==> src/rtl/rede_pkg.sv <==
// Shared definitions for the layer sequencer: FSM states, activation-function codes
// and the bit layout of a layer descriptor {neuro_m1, bias, fa, ent_m1}.
package rede_pkg;

  typedef enum logic [1:0] {
    ST_IDLE  = 2'd0,
    ST_START = 2'd1,
    ST_WAIT  = 2'd2,
    ST_OUT   = 2'd3
  } state_e;

  localparam logic [1:0] FA_0 = 2'd0;
  localparam logic [1:0] FA_1 = 2'd1;
  localparam logic [1:0] FA_2 = 2'd2;
  localparam logic [1:0] FA_3 = 2'd3;

  localparam int unsigned FA_W = 2;

  function automatic int unsigned desc_w(input int unsigned nw);
    return 2 * nw + 3;
  endfunction

  function automatic int unsigned fa_lsb(input int unsigned nw);
    return nw;
  endfunction

  function automatic int unsigned bias_lsb(input int unsigned nw);
    return nw + 2;
  endfunction

  function automatic int unsigned neuro_lsb(input int unsigned nw);
    return nw + 3;
  endfunction

endpackage

==> src/rtl/rede_mascara_neuro.sv <==
// Thermometer neuron-enable mask: bit k set when k <= neuro_m1; large counts saturate to all ones.
module rede_mascara_neuro
  import rede_pkg::*;
#(
  parameter int unsigned MAXN = 20,
  parameter int unsigned NW   = $clog2(MAXN)
) (
  input  logic [NW-1:0]   neuro_m1_i,
  output logic [MAXN-1:0] en_o
);

  always_comb begin
    en_o = '0;
    for (int k = 0; k < MAXN; k++) begin
      en_o[k] = (k <= int'(neuro_m1_i));
    end
    en_o[0] = 1'b1;
  end

endmodule

==> src/rtl/rede_sequenciador_camadas.sv <==
// Multi-layer network sequencer: runs a programmable descriptor table over one input
// vector per inference, driving an external layer unit through a start/done handshake.
//
// state | meaning
// IDLE  | waiting for an input vector; descriptor table writable
// START | one-cycle lyr_start pulse, descriptor fields already registered
// WAIT  | layer unit busy; lyr_done captures masked result
// OUT   | final activations presented until out_ready
module rede_sequenciador_camadas
  import rede_pkg::*;
#(
  parameter int unsigned DW   = 8,
  parameter int unsigned MAXN = 20,
  parameter int unsigned MAXL = 4,
  localparam int unsigned LW  = $clog2(MAXL),
  localparam int unsigned NW  = $clog2(MAXN),
  localparam int unsigned CW  = $clog2(MAXL + 1),
  localparam int unsigned DSW = 2 * NW + 3,
  localparam int unsigned VW  = MAXN * DW
) (
  input  logic            clk_i,
  input  logic            rst_ni,
  input  logic            cfg_we_i,
  input  logic [LW-1:0]   cfg_addr_i,
  input  logic [DSW-1:0]  cfg_data_i,
  input  logic [CW-1:0]   cfg_nlayers_i,
  output logic            cfg_err_o,
  input  logic            in_valid_i,
  output logic            in_ready_o,
  input  logic [VW-1:0]   in_data_i,
  output logic            lyr_start_o,
  output logic [LW-1:0]   lyr_idx_o,
  output logic [NW-1:0]   lyr_qtd_ent_o,
  output logic [1:0]      lyr_fa_o,
  output logic            lyr_bias_o,
  output logic [MAXN-1:0] lyr_en_o,
  output logic [VW-1:0]   lyr_in_o,
  input  logic            lyr_done_i,
  input  logic [VW-1:0]   lyr_out_i,
  output logic            out_valid_o,
  input  logic            out_ready_i,
  output logic [VW-1:0]   out_data_o
);

  state_e         state_q, state_d;
  logic [DSW-1:0] tbl_q [MAXL];
  logic [VW-1:0]  act_q, act_d;
  logic [LW-1:0]  idx_q, idx_d;
  logic [CW-1:0]  nl_q, nl_d;
  logic           in_ready_q, cfg_err_q;
  logic [NW-1:0]  ent_q, ent_d;
  logic [1:0]     fa_q, fa_d;
  logic           bias_q, bias_d;
  logic [MAXN-1:0] en_q, en_d;

  logic           addr_bad, wr_ok, accept, load_desc;
  logic [CW-1:0]  nl_sat;
  logic [LW-1:0]  idx_fetch;
  logic [DSW-1:0] desc_fetch;
  logic [NW-1:0]  ent_raw, ent_sat;
  logic [MAXN-1:0] mask_fetch;
  logic [VW-1:0]  mask_ext;

  assign addr_bad = (32'(cfg_addr_i) >= MAXL);
  assign wr_ok    = cfg_we_i && (state_q == ST_IDLE) && !addr_bad;
  assign accept   = in_valid_i && in_ready_q;
  assign nl_sat   = (cfg_nlayers_i > CW'(MAXL)) ? CW'(MAXL) : cfg_nlayers_i;

  // A write landing in the accept cycle must be visible to layer 0, hence the bypass.
  assign idx_fetch  = (state_q == ST_WAIT) ? idx_q + LW'(1) : '0;
  assign desc_fetch = (wr_ok && cfg_addr_i == idx_fetch) ? cfg_data_i : tbl_q[idx_fetch];
  assign ent_raw    = desc_fetch[NW-1:0];
  assign ent_sat    = (32'(ent_raw) >= MAXN) ? NW'(MAXN - 1) : ent_raw;

  rede_mascara_neuro #(.MAXN(MAXN), .NW(NW)) u_mascara (
    .neuro_m1_i (desc_fetch[neuro_lsb(NW) +: NW]),
    .en_o       (mask_fetch)
  );

  always_comb begin
    mask_ext = '0;
    for (int k = 0; k < MAXN; k++) begin
      mask_ext[k*DW +: DW] = {DW{en_q[k]}};
    end
  end

  always_comb begin
    state_d   = state_q;
    act_d     = act_q;
    idx_d     = idx_q;
    nl_d      = nl_q;
    load_desc = 1'b0;
    case (state_q)
      ST_IDLE: begin
        if (accept) begin
          act_d = in_data_i;
          nl_d  = nl_sat;
          idx_d = '0;
          if (nl_sat == '0) begin
            state_d = ST_OUT;
          end else begin
            state_d   = ST_START;
            load_desc = 1'b1;
          end
        end
      end
      ST_START: state_d = ST_WAIT;
      ST_WAIT: begin
        if (lyr_done_i) begin
          act_d = lyr_out_i & mask_ext;
          if (CW'(idx_q) + CW'(1) < nl_q) begin
            idx_d     = idx_q + LW'(1);
            state_d   = ST_START;
            load_desc = 1'b1;
          end else begin
            state_d = ST_OUT;
          end
        end
      end
      ST_OUT: if (out_ready_i) state_d = ST_IDLE;
      default: state_d = ST_IDLE;
    endcase
  end

  always_comb begin
    ent_d  = ent_q;
    fa_d   = fa_q;
    bias_d = bias_q;
    en_d   = en_q;
    if (load_desc) begin
      ent_d  = ent_sat;
      fa_d   = desc_fetch[fa_lsb(NW) +: FA_W];
      bias_d = desc_fetch[bias_lsb(NW)];
      en_d   = mask_fetch;
    end
  end

  always_ff @(posedge clk_i or negedge rst_ni) begin
    if (!rst_ni) begin
      state_q    <= ST_IDLE;
      act_q      <= '0;
      idx_q      <= '0;
      nl_q       <= '0;
      in_ready_q <= 1'b0;
      cfg_err_q  <= 1'b0;
      ent_q      <= '0;
      fa_q       <= '0;
      bias_q     <= 1'b0;
      en_q       <= '0;
      for (int i = 0; i < MAXL; i++) tbl_q[i] <= '0;
    end else begin
      state_q    <= state_d;
      act_q      <= act_d;
      idx_q      <= idx_d;
      nl_q       <= nl_d;
      in_ready_q <= (state_d == ST_IDLE);
      cfg_err_q  <= cfg_we_i && !wr_ok;
      ent_q      <= ent_d;
      fa_q       <= fa_d;
      bias_q     <= bias_d;
      en_q       <= en_d;
      if (wr_ok) tbl_q[cfg_addr_i] <= cfg_data_i;
    end
  end

  assign cfg_err_o     = cfg_err_q;
  assign in_ready_o    = in_ready_q;
  assign lyr_start_o   = (state_q == ST_START);
  assign lyr_idx_o     = idx_q;
  assign lyr_qtd_ent_o = ent_q;
  assign lyr_fa_o      = fa_q;
  assign lyr_bias_o    = bias_q;
  assign lyr_en_o      = en_q;
  assign lyr_in_o      = act_q;
  assign out_valid_o   = (state_q == ST_OUT);
  assign out_data_o    = act_q;

endmodule

==> config.mk <==
export PLATFORM = sky130hd
export DESIGN_NAME = rede_sequenciador_camadas
export DESIGN_NICKNAME = d
export VERILOG_FILES = /design/src/rtl/rede_pkg.sv /design/src/rtl/rede_mascara_neuro.sv /design/src/rtl/rede_sequenciador_camadas.sv
export SDC_FILE = /design/constraint.sdc
export NUM_CORES = 1
export LEC_CHECK = 0
export ABC_AREA = 1
export CORE_AREA = 3 3 268 270
export CTS_BUF_LIST = sky130_fd_sc_hd__clkbuf_8 sky130_fd_sc_hd__clkbuf_16
export CTS_CLUSTER_DIAMETER = 60
export DETAILED_ROUTE_END_ITERATION = 8
export DIE_AREA = 0 0 271 273
export RECOVER_POWER = 25
export SLEW_MARGIN = 20
export SYNTH_ARGS = -nofsm -noshare
export SYNTH_HDL_FRONTEND = slang
export SYNTH_SLANG_ARGS = --single-unit
==> constraint.sdc <==
create_clock -name clk_i -period 2.7 [get_ports clk_i]
set_clock_uncertainty 0.15 [all_clocks]
set_input_delay 0.675 -clock clk_i [delete_from_list [all_inputs] [get_ports clk_i]]
set_output_delay 0.675 -clock clk_i [all_outputs]
set_load 0.01 [all_outputs]
==> qor.yml <==
tns_ns: 0
place.gp.congestion: 0.873
fp-row-count: 97
cts_root_buf: "clkbuf_16"
worstHoldEndpoint: "tbl_q[40]"
wl_per_cell_um: 19.3
violations: "max-capacitance violations, max-slew violations"
crit_buf_inv: 1
htreeDepth: 2
drc: 0
period_needed_ns: 2.61
track_usage_pct: 15.1
die_h_um: 273
first_pass_iters: 5
cts_buffer_depth: 3
p_leak_nw: 8.73
reg2reg_depth: 10
routed_wl_mm: 59.1
worst_setup_path_start_kind: "flop"
drt_iter0_markers: 690
rsz0062_at_grt: "no"
regToRegStartpoint: "lyr_idx_o[1]"
status: "finished with violations"
clkTransAtPathRegs_ns: 0.06
synth_area_um2: 12900
antenna_found_initial: 3
drv_slew: 34
critical_path_peak_fanout: 3
core_um2: 69800
min_period_over_period_pct: 96.6
viasPerCell: 4.18
cp_top_family: "buffers and inverters"
cts_buffers: 34
first_global_vias: 12400
synth_nets: 1910
grt_max_degree: 100
clock_latency_ns: 0.54
vias: 12800
yosysSeqAreaShare_pct: 48.5
hold_viol_final: 0
setup_viol: 0
hp-start: "tbl_q[40]"
grt_pass1_wl_mm: 84.5
finalInstanceArea_um2: 21100
ir_drop_uv: 650
cts_setup_buffers: 0
fmax_ghz: 0.383
worst_ep_required_time_ns: 1.88
grt-ovfl-total: 0
io_buffers: 697
hold_path_class: "flop to flop"
rr_endpoint: "lyr_en_o[11]"
cp.arrival_ns: 1.78
crit_type: "flop to output port"
die_area_um2: 74000
maxCapViolations: 1
cpMaxStageDelayCell: "clkdlybuf4s50_1"
path_cells: "clkdlybuf4s50_1"
place_hpwl_mm: 46.5
powerDensity_nw_per_um2: 1290
critPathMaxStageDelay_ns: 0.64
ys_seq_elements: 249
ioPinCount: 698
critPathCaptureType: "output port"
maxSlewHeadroom_pct: -0.222
postRouteAntennaNets: 0
synthDistinctLibCells: 31
final_core_util_pct: 30.3
holdPathStages: 2
netlist_instances: 1563
synth.avg_cell_area_um2: 8.22
reg2reg_slack_ns: 0.35
area_growth_pct: 64.3
start_util_pct: 18.4
cts_sinks: 249
post_dp_cell_area_um2: 20000
layout-drive-gt1-share_pct: 6.91
yosysWarnings: 0
cts_tree: "yes"
die_w_um: 271
tightest_slew_ns: 1.50
final_nets: 2438
cp.depth: 1
-- registers in the layout (all words and copies together) (netlist names) --
| name | cells |
|---|---|
| in_ready_o | 1 |
| lyr_in_o | 160 |
| lyr_qtd_ent_o | 5 |
| cfg_err_o | 1 |
| lyr_fa_o | 2 |
| tbl_q | 52 |
| lyr_bias_o | 1 |
| lyr_idx_o | 2 |
| nl_q | 3 |
| lyr_en_o | 20 |
| state_q | 2 |
-- kinds of logic (layout without fill, tap and decap cells) --
| group | after synthesis | in the layout | share of synthesized area [%] |
|---|---|---|---|
| other | 0 | 3 | 0 |
| and+or+nand+nor | 737 | 737 | 24.3 |
| buffers and inverters | 315 | 865 | 15.0 |
| adders and majority gates | 3 | 3 | 0.292 |
| DFF | 249 | 249 | 48.5 |
| AOI/OAI and AO/OA | 259 | 259 | 11.9 |
-- how the worst max path moves through the flow --
stage                  from            to  slack, ns
6_report       lyr_en_o[16]  lyr_en_o[16]       0.09
5_1_grt        lyr_idx_o[0]  lyr_idx_o[0]     0.0005
4_1_cts          state_q[0]   lyr_start_o       0.03
3_5_place_dp       cfg_we_i  lyr_en_o[11]       0.08
3_3_place_gp       cfg_we_i   lyr_en_o[9]       0.08
2_1_floorplan  lyr_idx_o[0]   lyr_en_o[6]       0.64
-- cell usage in the layout, fill, tap and decap left out, types with 4 or more instances in the layout --
| master | count |
|---|---|
| dfrtp_1 | 247 |
| inv_2 | 8 |
| o21a_1 | 6 |
| clkdlybuf4s50_1 | 694 |
| nand3_1 | 185 |
| buf_4 | 39 |
| nand3_2 | 4 |
| o21ai_1 | 8 |
| nor2_1 | 216 |
| a21oi_1 | 17 |
| inv_1 | 44 |
| a31oi_1 | 164 |
| o21ai_0 | 57 |
| bufinv_16 | 4 |
| nand2_2 | 4 |
| or2_2 | 4 |
| clkbuf_8 | 6 |
| buf_12 | 17 |
| nand2_1 | 309 |
| clkbuf_16 | 35 |
-- final cells by class --
| class | instances | area (um2) |
|---|---|---|
| multi-input combinational | 999 | 4710 |
| inverter | 45 | 169 |
| clock inverter | 17 | 195 |
| antenna | 3 | 7.51 |
| timing repair buffer | 762 | 7670 |
| tap | 940 | 1180 |
| fill | 7371 | 48700 |
| clock buffer | 41 | 958 |
| sequential | 249 | 6230 |
-- metal layers --
| layer | wire length, um | track usage, % | part of all wire (%) |
|---|---|---|---|
| met1 | 24500 | 19.0 | 42 |
| met2 | 27800 | 24.5 | 47 |
| met3 | 4950 | 4.77 | 8.4 |
| met4 | 1740 | 5.44 | 2.9 |
| met5 | 0 | 0 | 0 |
-- through the flow --
| stage | hold WS [ns] | setup WS, ns | total power [mW] | std cells |
|---|---|---|---|---|
| global route | 0.351 | 0.000539 | 29.1 | 3056 |
| CTS | 0.331 | 0.0323 | 27.7 | 3053 |
| finish | 0.330 | 0.0919 | 27.3 | 3056 |
| global placement | 0.311 | 0.0836 | 22.7 | 2994 |
| detailed placement | 0.314 | 0.0773 | 22.8 | 2994 |
| floorplan | 0.229 | 0.643 | 15.3 | 1563 |
-- synthesized netlist by cell type (all sizes together) --
cell	number	share of area, %
o22ai	2	0.097
or2	4	0.19
nand3	189	7.5
o21bai	1	0.058
nor2	222	6.7
nand3b	1	0.058
clkbuf	37	1.1
o21ai	65	2.5
ha	3	0.29
buf	233	13
a22oi	1	0.058
o211ai	2	0.12
dfrtp	249	48
inv	45	1.3
o21a	6	0.35
a31oi	164	8.0
nand2	318	9.6
nand4	3	0.26
o2111ai	1	0.068
a21oi	17	0.66
-- where the power goes --
group	internal (mW)	switching [mW]	leakage [nW]	total, mW
Sequential	5.63	1.79	2.86	7.42
Combinational	7.41	7.77	5.28	15.2
Clock	2.90	1.79	0.588	4.69
Total	15.9	11.3	8.73	27.3
-- repair_timing --
action | in CTS | in global routing
gates resized for setup | 2 | 1
hold buffers | 1 | 0
endpoints found under the hold margin | 39 | 0
endpoints found under the setup margin | 2 | 1
(Power assumes the default switching activity.)
